File: src/rtl/tinyriscv_pkg.sv
// Core-wide bus widths, constants and fetch bundle types.
// Shared by the fetch unit and its buffers.
package tinyriscv_pkg;

    localparam int InstBus     = 32;
    localparam int InstAddrBus = 32;

    localparam logic [InstBus-1:0] INST_NOP = 32'h0000_0013;

    localparam int IfuDepth = 2;

    typedef struct packed {
        logic [InstBus-1:0]     inst;
        logic [InstAddrBus-1:0] addr;
    } fetch_entry_t;

endpackage

File: src/rtl/ifu_prefetch_if.sv
// Instruction bus: request/grant, then in-order read responses.
// The fetch unit is the master, memory the slave.
interface ifu_prefetch_if;
    import tinyriscv_pkg::*;

    logic                   req;
    logic [InstAddrBus-1:0] addr;
    logic                   gnt;
    logic                   rvalid;
    logic [InstBus-1:0]     rdata;

    modport master (
        output req,
        output addr,
        input  gnt,
        input  rvalid,
        input  rdata
    );

    modport slave (
        input  req,
        input  addr,
        output gnt,
        output rvalid,
        output rdata
    );

endinterface

File: src/rtl/ifu_fifo.sv
// Small synchronous FIFO with flush, used for fetch data and addresses.
// Pointers carry an extra wrap bit to tell full from empty.
module ifu_fifo #(
    parameter int DEPTH = 2,
    parameter int WIDTH = 64
) (
    input  logic                     clk,
    input  logic                     rst_n,
    input  logic                     flush_i,
    input  logic                     push_i,
    input  logic [WIDTH-1:0]         data_i,
    input  logic                     pop_i,
    output logic [WIDTH-1:0]         data_o,
    output logic                     full_o,
    output logic                     empty_o,
    output logic [$clog2(DEPTH):0]   count_o
);

    localparam int AW = $clog2(DEPTH);
    localparam logic [AW:0] PTR_ONE = (AW+1)'(1);

    logic [WIDTH-1:0] mem [DEPTH];
    logic [AW:0]      wr_ptr;
    logic [AW:0]      rd_ptr;
    logic             do_push;
    logic             do_pop;

    assign empty_o = (wr_ptr == rd_ptr);
    assign full_o  = (wr_ptr[AW] != rd_ptr[AW]) &&
                     (wr_ptr[AW-1:0] == rd_ptr[AW-1:0]);
    assign count_o = wr_ptr - rd_ptr;
    assign data_o  = mem[rd_ptr[AW-1:0]];

    // A push into a full FIFO is only taken together with a pop.
    assign do_push = push_i && (!full_o || pop_i);
    assign do_pop  = pop_i && !empty_o;

    always_ff @(posedge clk) begin
        if (!rst_n || flush_i) begin
            wr_ptr <= '0;
            rd_ptr <= '0;
        end else begin
            if (do_push) wr_ptr <= wr_ptr + PTR_ONE;
            if (do_pop)  rd_ptr <= rd_ptr + PTR_ONE;
        end
    end

    always_ff @(posedge clk) begin
        if (rst_n && !flush_i && do_push) begin
            mem[wr_ptr[AW-1:0]] <= data_i;
        end
    end

endmodule

File: src/rtl/ifu_prefetch.sv
// Instruction prefetch: issues bus fetches, buffers returned words,
// and presents them to decode; flushes and redirects on jump.
module ifu_prefetch
    import tinyriscv_pkg::*;
#(
    parameter int                     DEPTH      = IfuDepth,
    parameter logic [InstAddrBus-1:0] RESET_ADDR = 32'h0
) (
    input  logic                   clk,
    input  logic                   rst_n,
    input  logic                   jump_flag_i,
    input  logic [InstAddrBus-1:0] jump_addr_i,
    input  logic                   hold_i,
    ifu_prefetch_if.master         ibus,
    output logic [InstBus-1:0]     inst_o,
    output logic [InstAddrBus-1:0] inst_addr_o,
    output logic                   inst_valid_o
);

    localparam int CW = $clog2(DEPTH) + 1;
    localparam logic [CW:0]   CAP = (CW+1)'(DEPTH);
    localparam logic [CW-1:0] ONE = CW'(1);

    logic [InstAddrBus-1:0] pc;
    logic [CW-1:0]          outstanding;
    logic [CW-1:0]          discard;
    logic [CW-1:0]          buf_count;
    logic [CW-1:0]          aq_count;
    logic                   buf_empty;
    logic                   buf_full;
    logic                   aq_empty;
    logic                   aq_full;
    logic [InstAddrBus-1:0] aq_head;
    fetch_entry_t           head;
    fetch_entry_t           push_entry;
    logic [CW:0]            in_use;
    logic                   accept;
    logic                   rsp;
    logic                   keep;
    logic                   pop;
    logic                   ifu_unused;

    // Words still to be discarded stay in outstanding, so they hold credit.
    assign in_use = {1'b0, buf_count} + {1'b0, outstanding};

    assign ibus.req  = rst_n && !jump_flag_i && (in_use < CAP);
    assign ibus.addr = pc;

    assign accept = ibus.req && ibus.gnt;
    assign rsp    = ibus.rvalid && (outstanding != '0);
    assign keep   = rsp && (discard == '0) && !jump_flag_i;
    assign pop    = inst_valid_o && !hold_i && !jump_flag_i;

    assign push_entry = '{inst: ibus.rdata, addr: aq_head};

    assign ifu_unused = ^{aq_count, aq_full, aq_empty,
                          buf_full, jump_addr_i[1:0]};

    always_ff @(posedge clk) begin
        if (!rst_n) begin
            pc <= RESET_ADDR;
        end else if (jump_flag_i) begin
            pc <= {jump_addr_i[InstAddrBus-1:2], 2'b00};
        end else if (accept) begin
            pc <= pc + 32'd4;
        end
    end

    always_ff @(posedge clk) begin
        if (!rst_n) begin
            outstanding <= '0;
        end else begin
            outstanding <= outstanding + CW'(accept) - CW'(rsp);
        end
    end

    // Everything in flight at a jump belongs to the old stream.
    always_ff @(posedge clk) begin
        if (!rst_n) begin
            discard <= '0;
        end else if (jump_flag_i) begin
            discard <= outstanding - CW'(rsp);
        end else if (rsp && (discard != '0)) begin
            discard <= discard - ONE;
        end
    end

    ifu_fifo #(
        .DEPTH (DEPTH),
        .WIDTH (InstAddrBus)
    ) u_addr_q (
        .clk     (clk),
        .rst_n   (rst_n),
        .flush_i (jump_flag_i),
        .push_i  (accept),
        .data_i  (pc),
        .pop_i   (keep),
        .data_o  (aq_head),
        .full_o  (aq_full),
        .empty_o (aq_empty),
        .count_o (aq_count)
    );

    ifu_fifo #(
        .DEPTH (DEPTH),
        .WIDTH ($bits(fetch_entry_t))
    ) u_buf (
        .clk     (clk),
        .rst_n   (rst_n),
        .flush_i (jump_flag_i),
        .push_i  (keep),
        .data_i  (push_entry),
        .pop_i   (pop),
        .data_o  (head),
        .full_o  (buf_full),
        .empty_o (buf_empty),
        .count_o (buf_count)
    );

    assign inst_valid_o = !buf_empty;
    assign inst_o       = inst_valid_o ? head.inst : INST_NOP;
    assign inst_addr_o  = inst_valid_o ? head.addr : '0;

endmodule

File: src/flat_wrapper.sv
// flat-port wrapper written by rule: the top's interface ports become plain ports
module ifu_prefetch_flat import tinyriscv_pkg::*;
#(
    parameter int                     DEPTH      = IfuDepth,
    parameter logic [InstAddrBus-1:0] RESET_ADDR = 32'h0
)
  (clk, rst_n, jump_flag_i, jump_addr_i, hold_i, inst_o, inst_addr_o, inst_valid_o, ibus_req, ibus_addr, ibus_gnt, ibus_rvalid, ibus_rdata);
  ifu_prefetch_if ibus_i ();
  input  logic clk;
  input  logic rst_n;
  input  logic jump_flag_i;
  input  logic [InstAddrBus-1:0] jump_addr_i;
  input  logic hold_i;
  output logic [InstBus-1:0] inst_o;
  output logic [InstAddrBus-1:0] inst_addr_o;
  output logic inst_valid_o;
  output wire logic [$bits(ibus_i.req)-1:0] ibus_req;
  output wire logic [$bits(ibus_i.addr)-1:0] ibus_addr;
  input wire logic [$bits(ibus_i.gnt)-1:0] ibus_gnt;
  input wire logic [$bits(ibus_i.rvalid)-1:0] ibus_rvalid;
  input wire logic [$bits(ibus_i.rdata)-1:0] ibus_rdata;
  assign ibus_req = ibus_i.req;
  assign ibus_addr = ibus_i.addr;
  assign ibus_i.gnt = ibus_gnt;
  assign ibus_i.rvalid = ibus_rvalid;
  assign ibus_i.rdata = ibus_rdata;
  ifu_prefetch #(.DEPTH(DEPTH), .RESET_ADDR(RESET_ADDR)) u_core (.clk(clk), .rst_n(rst_n), .jump_flag_i(jump_flag_i), .jump_addr_i(jump_addr_i), .hold_i(hold_i), .ibus(ibus_i), .inst_o(inst_o), .inst_addr_o(inst_addr_o), .inst_valid_o(inst_valid_o));
endmodule
File: config.mk
export PLATFORM = sky130hd
export DESIGN_NAME = ifu_prefetch_flat
export DESIGN_NICKNAME = d
export VERILOG_FILES = /design/src/rtl/tinyriscv_pkg.sv /design/src/rtl/ifu_prefetch_if.sv /design/src/rtl/ifu_fifo.sv /design/src/rtl/ifu_prefetch.sv /design/src/flat_wrapper.sv
export SDC_FILE = /design/constraint.sdc
export NUM_CORES = 1
export LEC_CHECK = 0
export ABC_AREA = 0
export CORE_MARGIN = 10
export CORE_UTILIZATION = 40
export DETAILED_ROUTE_END_ITERATION = 10
export GPL_ROUTABILITY_DRIVEN = 1
export PLACE_DENSITY = 0.75
export SYNTH_ARGS = -nofsm -noshare
export SYNTH_HDL_FRONTEND = slang
export SYNTH_SLANG_ARGS = --single-unit
File: constraint.sdc
create_clock -name clk -period 8.7 [get_ports clk]
set_input_delay 1.74 -clock clk [delete_from_list [all_inputs] [get_ports clk]]
set_output_delay 1.74 -clock clk [all_outputs]
set_load 0.05 [all_outputs]
==> impl_table.tex, run 1 <==
\begin{tabular}{lr}
\hline
Metric & Value \\
\hline
\multicolumn{2}{l}{\textbf{Run status}} \\
\quad Outcome & completed \\
\multicolumn{2}{l}{\textbf{Clock tree}} \\
\quad Number of buffers added for setup after CTS & 0 \\
\quad Inserted Clock Buffers & 24 \\
\quad Hold bufs inserted after CTS & 0 \\
\quad Total number of H-tree levels & 1 \\
\quad Clock slew at reported path FFs & approximately 0.060 ns \\
\quad Maximum clock insertion buffer count & 3 \\
\quad Worst-skew pair later-pin latency & just over 0.5 ns \\
\quad Num Clock Sinks & roughly 230 \\
\quad Cell chosen for the clock root & sky130\_fd\_sc\_hd\_\_clkbuf\_16 \\
\quad CTS tree & done \\
\quad Resized Gates After CTS & 0 \\
\multicolumn{2}{l}{\textbf{Job}} \\
\quad Max cap viols & 0 \\
\multicolumn{2}{l}{\textbf{Timing}} \\
\quad Fin Setup TNS & 0 ns \\
\quad Count of endpoints failing hold in the final timing report & 0 \\
\quad Final cycle utilization of the critical path & roughly 70\% \\
\quad Crit path setup slack, layout & between 2 and 3 ns \\
\quad Post-Route Skew & around 0.0094 ns \\
\quad Relative slew margins & a little under 20\% \\
\quad Setup Viol. Count Final & 0 \\
\quad Final period demand of the worst path & 5.937 ns \\
\quad Setup repair after global routing missed its margin & no \\
\quad Max Freq & about 170 MHz \\
\quad Transition time at the pin with the least slew margin & approximately 1.2 ns \\
\quad Number of max-slew violations in the final report & 0 \\
\multicolumn{2}{l}{\textbf{Worst setup path}} \\
\quad Slowest cell on crit path & sky130\_fd\_sc\_hd\_\_clkdlybuf4s50\_1 \\
\quad Critical Path Fanout Max & 25 \\
\quad Worst path arrival time & roughly 4.2 ns \\
\quad Kind of critical path & input pin to output pin \\
\quad Highest cell delay on the worst timing path & 0.82 ns \\
\quad Data required time of the critical path & 6.96 ns \\
\quad CP bufs+invs & 5 \\
\quad Top delay family on crit path & buffers and inverters \\
\quad Series of cell instances along the critical path & clkdlybuf4s50\_1 > buf\_4 > clkinv\_1 > buf\_4 > nor2\_1 > and3\_1 > clkdlybuf4s50\_1 \\
\quad Critical Path End Type & output pin \\
\quad Kind of start point of the critical path & input pin \\
\multicolumn{2}{l}{\textbf{Synthesis}} \\
\quad Gate Count Post-Synth & between 600 and 700 \\
\quad Number of synthesized register bits & around 230 \\
\quad Syn Area/Cell & about 14 um\^{}2 \\
\quad Post-synth design cell area & between 0.009 and 0.01 mm\^{}2 \\
\quad Fraction of registers with async set or reset after synthesis & 0\% \\
\quad Synth unique cells & 63 \\
\quad Proportion of netlist area held by the largest area contributor & 58.43\% \\
\quad Number of enable-type register cells in the synthesized netlist & 184 \\
\quad Leading area contributor after synthesis & sky130\_fd\_sc\_hd\_\_edfxtp\_1 \\
\quad Leading post-synthesis cells by instance count & 184 x sky130\_fd\_sc\_hd\_\_edfxtp\_1, 77 x sky130\_fd\_sc\_hd\_\_nor2\_1, 66 x sky130\_fd\_sc\_hd\_\_mux2i\_1 \\
\quad Post-synthesis sequential area ratio & 67.74\% \\
\quad Top cells by area, synth & sky130\_fd\_sc\_hd\_\_edfxtp\_1 58\%, sky130\_fd\_sc\_hd\_\_dfxtp\_1 9.3\%, sky130\_fd\_sc\_hd\_\_mux2i\_1 7.0\%, sky130\_fd\_sc\_hd\_\_mux2\_2 3.6\%, sky130\_fd\_sc\_hd\_\_nor2\_1 3.1\% \\
\quad Number of synthesis warnings & 0 \\
\quad Most frequently used flop master after synthesis & sky130\_fd\_sc\_hd\_\_edfxtp\_1 \\
\quad Most frequent cell after synthesis & sky130\_fd\_sc\_hd\_\_edfxtp\_1 \\
\multicolumn{2}{l}{\textbf{Placement}} \\
\quad Routability congestion estimate & between 0.8 and 0.9 \\
\quad Buffers on Ports & approximately 160 \\
\quad Hpwl dp & between 10000 and 15000 um \\
\quad Placed inst area & roughly 0.011 mm\^{}2 \\
\quad Worst slack after detailed placement & roughly 2.8 ns \\
\multicolumn{2}{l}{\textbf{Global route}} \\
\quad Vias in the first global route & about 6100 \\
\quad Global-route wire length before repair & approximately 36000 um \\
\quad Number of antenna violations at the first check in global routing & 1 \\
\quad Total congestion overflow after global routing & 0 \\
\quad Overall fraction of global-route tracks in use & around 15\% \\
\quad Largest net degree at the start of global routing & 63 \\
\multicolumn{2}{l}{\textbf{Route}} \\
\quad Routed wire per std cell & between 15 and 20 um \\
\quad Routed vias/inst & roughly 5.2 \\
\quad Via count & between 6000 and 7000 \\
\quad DRC Markers & 0 \\
\quad Post-route ant nets & 0 \\
\quad Iter 0 DRT Violations & roughly 520 \\
\quad Iteration count of the initial detailed-routing pass & 5 \\
\quad Final wirelength & 22790 um \\
\multicolumn{2}{l}{\textbf{Die}} \\
\quad Core Area & $\sim$0.023 mm\^{}2 \\
\quad Overall die area & about 0.03 mm\^{}2 \\
\quad Initial Util & 40.53\% \\
\quad Die width & between 150 and 200 um \\
\quad Vert. Die Dim & between 150 and 200 um \\
\quad Boundary Pins & 168 \\
\quad Floorplan row count & 56 \\
\multicolumn{2}{l}{\textbf{Power}} \\
\quad PnR Total Power & between 2 and 3 mW \\
\quad P per Cell Area & about 210 mW/mm\^{}2 \\
\quad Total leakage power & 3.823 nW \\
\quad Maximum vdd ir drop & between 0.0001 and 0.00015 V \\
\multicolumn{2}{l}{\textbf{Cells and area}} \\
\quad Post-Layout Inst Area & approximately 0.012 mm\^{}2 \\
\quad Final layout net count & 918 \\
\quad Layout overhead on the synthesized area & 28.78\% \\
\quad Utilization of the core after routing & between 50\% and 60\% \\
\quad Fraction of final layout cells with drive strength greater than 1 & roughly 11\% \\
\multicolumn{2}{l}{\textbf{Worst hold path}} \\
\quad Min-delay worst type & register to register \\
\hline
\end{tabular}
## stage by stage
stage | instances | hold slack, ns
after floorplan | 684 | 0.4611
after global placement | 1135 | 0.4715
after detailed placement | 1135 | 0.4848
after CTS | 1179 | 0.4931
after global routing | 1180 | 0.5441
final | 1180 | 0.4990
## worst paths after layout
kind | from | to | slack, ns | cells after the start
worst max-delay path | rst_n | ibus_req | 2.76 | 7
worst min-delay path | u_core.u_addr_q.wr_ptr[1] | u_core.u_addr_q.wr_ptr[1] | 0.50 | 2
worst max register to register | u_core.u_buf.wr_ptr[0] | u_core.ibus.addr[23] | 5.02 | 8
worst min register to register | u_core.u_addr_q.wr_ptr[1] | u_core.u_addr_q.wr_ptr[1] | 0.50 | 2
## flip-flops by register name, summed over array words and instances, names as in the netlist, named ones only
register / count
u_core.discard: 2
u_core.u_buf.rd_ptr: 2
u_core.u_addr_q.wr_ptr: 2
u_core.u_addr_q.mem: 60
u_core.u_buf.wr_ptr: 2
u_core.outstanding: 2
u_core.ibus.addr: 30
u_core.u_addr_q.rd_ptr: 2
u_core.u_buf.mem: 124
## cell families (layout without fill, tap and decap cells)
group	after synthesis	in the layout	share of synthesized area, %
flip-flops	228	228	67.74
adder cells (fa/ha/maj)	6	6	0.8733
buffers and inverters	58	234	2.514
other	1	5	0.03965
multiplexers	96	96	10.56
AO/OA/AOI/OAI	85	85	6.219
XOR/XNOR	15	15	1.389
AND/OR/NAND/NOR	192	192	10.66
## layout make-up
type	count	area, um^2
inverter	19	71.32
clock inverter	11	85.08
sequential	228	6410
multi-input combinational	398	2848
timing repair buffer	171	1687
clock buffer	33	675.6
antenna	1	2.502
tap	319	399.1
fill	1939	11150
## worst register-to-register path: cells and delay by family (launching register included)
kind | cells | cell delay (ns)
and+or+nand+nor | 4 | 2.02
adders and majority gates | 2 | 0.87
buffers and inverters | 1 | 0.10
AOI/OAI and AO/OA | 1 | 0.26
DFF | 1 | 0.37
## cells in the final DEF, fill, tap and decap left out, types with 4 or more instances in the layout
| cell | synthesis | final |
|---|---|---|
| sky130_fd_sc_hd__xnor2_1 | 12 | 12 |
| sky130_fd_sc_hd__mux2_2 | 30 | 30 |
| sky130_fd_sc_hd__edfxtp_1 | 184 | 184 |
| sky130_fd_sc_hd__or3_1 | 5 | 5 |
| sky130_fd_sc_hd__o31ai_1 | 6 | 6 |
| sky130_fd_sc_hd__dfxtp_1 | 44 | 43 |
| sky130_fd_sc_hd__clkbuf_16 | 0 | 25 |
| sky130_fd_sc_hd__clkinv_2 | 0 | 5 |
| sky130_fd_sc_hd__and2_1 | 5 | 4 |
| sky130_fd_sc_hd__buf_4 | 4 | 10 |
| sky130_fd_sc_hd__and4_1 | 6 | 6 |
| sky130_fd_sc_hd__conb_1 | 1 | 4 |
| sky130_fd_sc_hd__and3_1 | 5 | 5 |
| sky130_fd_sc_hd__nand2_1 | 16 | 16 |
| sky130_fd_sc_hd__nor4_1 | 8 | 6 |
| sky130_fd_sc_hd__clkdlybuf4s50_1 | 0 | 161 |
| sky130_fd_sc_hd__or4_1 | 10 | 10 |
| sky130_fd_sc_hd__nor2_1 | 77 | 77 |
| sky130_fd_sc_hd__o21ai_0 | 18 | 18 |
| sky130_fd_sc_hd__clkbuf_1 | 29 | 6 |
| sky130_fd_sc_hd__inv_1 | 17 | 17 |
| sky130_fd_sc_hd__a31oi_1 | 11 | 11 |
| sky130_fd_sc_hd__nand4_1 | 10 | 10 |
| sky130_fd_sc_hd__a21oi_1 | 10 | 10 |
| sky130_fd_sc_hd__nand3_1 | 19 | 19 |
| sky130_fd_sc_hd__nor3_1 | 14 | 12 |
| sky130_fd_sc_hd__ha_1 | 5 | 5 |
| sky130_fd_sc_hd__mux2i_1 | 66 | 66 |
| sky130_fd_sc_hd__a211oi_1 | 12 | 12 |
## power breakdown
part           total (mW)  switching (mW)  leakage (nW)  internal [mW]
registers            1.27          0.0381          2.04           1.23
logic               0.314           0.196          1.42          0.118
clock network       0.979           0.405         0.367          0.573
total                2.56           0.640          3.82           1.92
## per-layer routing
metal  vias up  GRT usage (%)  part of all wire (%)  routed length, um
met2       238          23.58                    47              10660
met4         0          4.560                   1.9                427
li1       2915              -                     -                  -
met3        29          4.247                   7.6               1741
met5         -              0                     0                  0
met1      2991          18.59                    44               9961
No activity file was read; power rests on OpenSTA's default activity.
==> run 2, diff against run 1 <==
==> constraint.sdc (replaced) <==
create_clock -name clk -period 5.5 [get_ports clk]
set_input_delay 1.1 -clock clk [delete_from_list [all_inputs] [get_ports clk]]
set_output_delay 1.1 -clock clk [all_outputs]
set_load 0.05 [all_outputs]
==> impl_table.tex, run 2 (synthesis gave the netlist of run 1 again) <==
\begin{tabular}{lr}
\hline
Metric & Value \\
\hline
\multicolumn{2}{l}{\textbf{Run status}} \\
\quad Outcome & completed \\
\multicolumn{2}{l}{\textbf{Global route}} \\
\quad Overall fraction of global-route tracks in use & around 14\% \\
\quad Global-route wire length before repair & 34820 um \\
\quad Largest net degree at the start of global routing & between 60 and 70 \\
\quad Total congestion overflow after global routing & 0 \\
\quad Number of antenna violations at the first check in global routing & 0 \\
\quad Vias in the first global route & 6087 \\
\multicolumn{2}{l}{\textbf{Route}} \\
\quad Routed vias/inst & around 5.2 \\
\quad Iter 0 DRT Violations & 345 \\
\quad Routed wire per std cell & around 19 um \\
\quad DRC Markers & 0 \\
\quad Final wirelength & 22340 um \\
\quad Iteration count of the initial detailed-routing pass & 5 \\
\quad Post-route ant nets & 0 \\
\quad Via count & 6148 \\
\multicolumn{2}{l}{\textbf{Timing}} \\
\quad Final cycle utilization of the critical path & between 70\% and 80\% \\
\quad Setup repair after global routing missed its margin & no \\
\quad Setup Viol. Count Final & 0 \\
\quad Fin Setup TNS & 0 ns \\
\quad Number of max-slew violations in the final report & 0 \\
\quad Count of endpoints failing hold in the final timing report & 0 \\
\quad Max Freq & about 230 MHz \\
\quad Relative slew margins & 17.74\% \\
\quad Final period demand of the worst path & roughly 4.3 ns \\
\quad Crit path setup slack, layout & approximately 1.2 ns \\
\quad Post-Route Skew & $\sim$0.014 ns \\
\quad Transition time at the pin with the least slew margin & between 1 and 1.5 ns \\
\multicolumn{2}{l}{\textbf{Cells and area}} \\
\quad Layout overhead on the synthesized area & 29.21\% \\
\quad Commonest non-fill, non-tap cells in the layout & 184 x sky130\_fd\_sc\_hd\_\_edfxtp\_1, 160 x sky130\_fd\_sc\_hd\_\_clkdlybuf4s50\_1, 77 x sky130\_fd\_sc\_hd\_\_nor2\_1, 66 x sky130\_fd\_sc\_hd\_\_mux2i\_1, 43 x sky130\_fd\_sc\_hd\_\_dfxtp\_1 \\
\quad Utilization of the core after routing & a little over half \\
\quad Antenna fix cells & 0 \\
\quad Number of flip-flops under the largest register name & between 100 and 150 \\
\quad Final layout net count & 919 \\
\quad Leading cell type in the layout, fill and taps excluded & sky130\_fd\_sc\_hd\_\_edfxtp\_1 \\
\quad Post-Layout Inst Area & between 0.01 and 0.015 mm\^{}2 \\
\quad Fraction of final layout cells with drive strength greater than 1 & between 10\% and 20\% \\
\multicolumn{2}{l}{\textbf{Placement}} \\
\quad Routability congestion estimate & approximately 0.90 \\
\quad Worst slack after detailed placement & around 1.7 ns \\
\quad Buffers on Ports & roughly 160 \\
\quad Placed inst area & between 0.01 and 0.015 mm\^{}2 \\
\quad Hpwl dp & about 15000 um \\
\multicolumn{2}{l}{\textbf{Worst setup path}} \\
\quad Critical Path End Type & output pin \\
\quad Kind of critical path & register to output pin \\
\quad Critical Path Fanout Max & 33 \\
\quad Kind of start point of the critical path & register \\
\quad Data required time of the critical path & around 4.4 ns \\
\quad Worst path arrival time & 3.17 ns \\
\multicolumn{2}{l}{\textbf{Die}} \\
\quad Initial Util & around two fifths \\
\quad Vert. Die Dim & 173.8 um \\
\quad Boundary Pins & 168 \\
\quad Overall die area & a little over 0.03 mm\^{}2 \\
\quad Die width & roughly 170 um \\
\quad Floorplan row count & 56 \\
\quad Core Area & roughly 0.023 mm\^{}2 \\
\multicolumn{2}{l}{\textbf{Power}} \\
\quad Proportion of power drawn by combinational gates & between 10\% and 20\% \\
\quad Total leakage power & slightly below 4 nW \\
\quad Portion of total power attributed to sequential cells & between 40 and 50\% \\
\quad Maximum vdd ir drop & about 0.00018 V \\
\quad PnR Total Power & $\sim$4.1 mW \\
\quad Net switching power figure & around 1.0 mW \\
\quad Internal power & around 3 mW \\
\quad P per Cell Area & 332.4 mW/mm\^{}2 \\
\quad Clock share of power & about two fifths \\
\quad Sw Share & between 20\% and 30\% \\
\multicolumn{2}{l}{\textbf{Clock tree}} \\
\quad Num Clock Sinks & between 200 and 250 \\
\quad Resized Gates After CTS & 0 \\
\quad Worst-skew pair later-pin latency & between 0.5 and 0.6 ns \\
\quad CTS tree & done \\
\quad Clock slew at reported path FFs & around 0.060 ns \\
\quad Maximum clock insertion buffer count & 3 \\
\quad Inserted Clock Buffers & 24 \\
\quad Number of buffers added for setup after CTS & 0 \\
\quad Total number of H-tree levels & 1 \\
\quad Hold bufs inserted after CTS & 0 \\
\quad Cell chosen for the clock root & sky130\_fd\_sc\_hd\_\_clkbuf\_16 \\
\multicolumn{2}{l}{\textbf{Worst hold path}} \\
\quad Min-delay worst type & register to register \\
\multicolumn{2}{l}{\textbf{Job}} \\
\quad Max cap viols & 0 \\
\hline
\end{tabular}
run 2: power groups by stage:
stage          Sequential [mW]  Clock, mW  Combinational (mW)
2_1_floorplan             2.08          0               0.267
3_3_place_gp              2.04          0               0.490
3_5_place_dp              2.04          0               0.498
4_1_cts                   2.01       1.59               0.501
5_1_grt                   2.02       1.66               0.534
6_report                  2.01       1.56               0.495
run 2: critical path, cell delays in order, from the launching register on:
cell                              delay (ns)
sky130_fd_sc_hd__dfxtp_1                0.37
sky130_fd_sc_hd__inv_1                  0.10
sky130_fd_sc_hd__ha_1                   0.33
sky130_fd_sc_hd__and2_2                 0.59
sky130_fd_sc_hd__buf_4                  0.42
sky130_fd_sc_hd__nor2_1                 0.10
sky130_fd_sc_hd__clkdlybuf4s50_1        0.72
run 2: cell type report:
type,instances,area [um^2]
fillers,1967,11110
flip-flops and latches,228,6410
multi-input cells,398,2848
repair buffers,172,1717
clock buffers,33,695.7
well taps,319,399.1
clock inverters,11,78.83
inverters,19,71.32
run 2: final timing paths:
| kind | from | to | slack (ns) | depth (start not counted) |
|---|---|---|---|---|
| hold reg to reg | u_core.u_addr_q.wr_ptr[1] | u_core.u_addr_q.wr_ptr[1] | 0.49 | 2 |
| setup / recovery | u_core.u_buf.wr_ptr[0] | inst_addr_o[9] | 1.23 | 6 |
| setup reg to reg | u_core.u_buf.wr_ptr[0] | u_core.ibus.addr[21] | 1.81 | 8 |
| hold / removal | u_core.u_addr_q.wr_ptr[1] | u_core.u_addr_q.wr_ptr[1] | 0.49 | 2 |
run 2: metal layers:
metal  part of all wire [%]  vias up  track usage (%)  wire length [um]
met5                      0        -                0                 0
met4                    2.4        0            4.667               545
met3                    8.7       43            4.335              1952
met2                     46      250            22.71             10290
met1                     43     2928            18.17              9557
li1                       -     2927                -                 -
run 2: metrics by stage:
stage,hold WS [ns],instances
after floorplan,0.4611,684
after global placement,0.4719,1136
after detailed placement,0.4870,1136
after CTS,0.4951,1180
after global routing,0.5236,1180
final,0.4940,1180
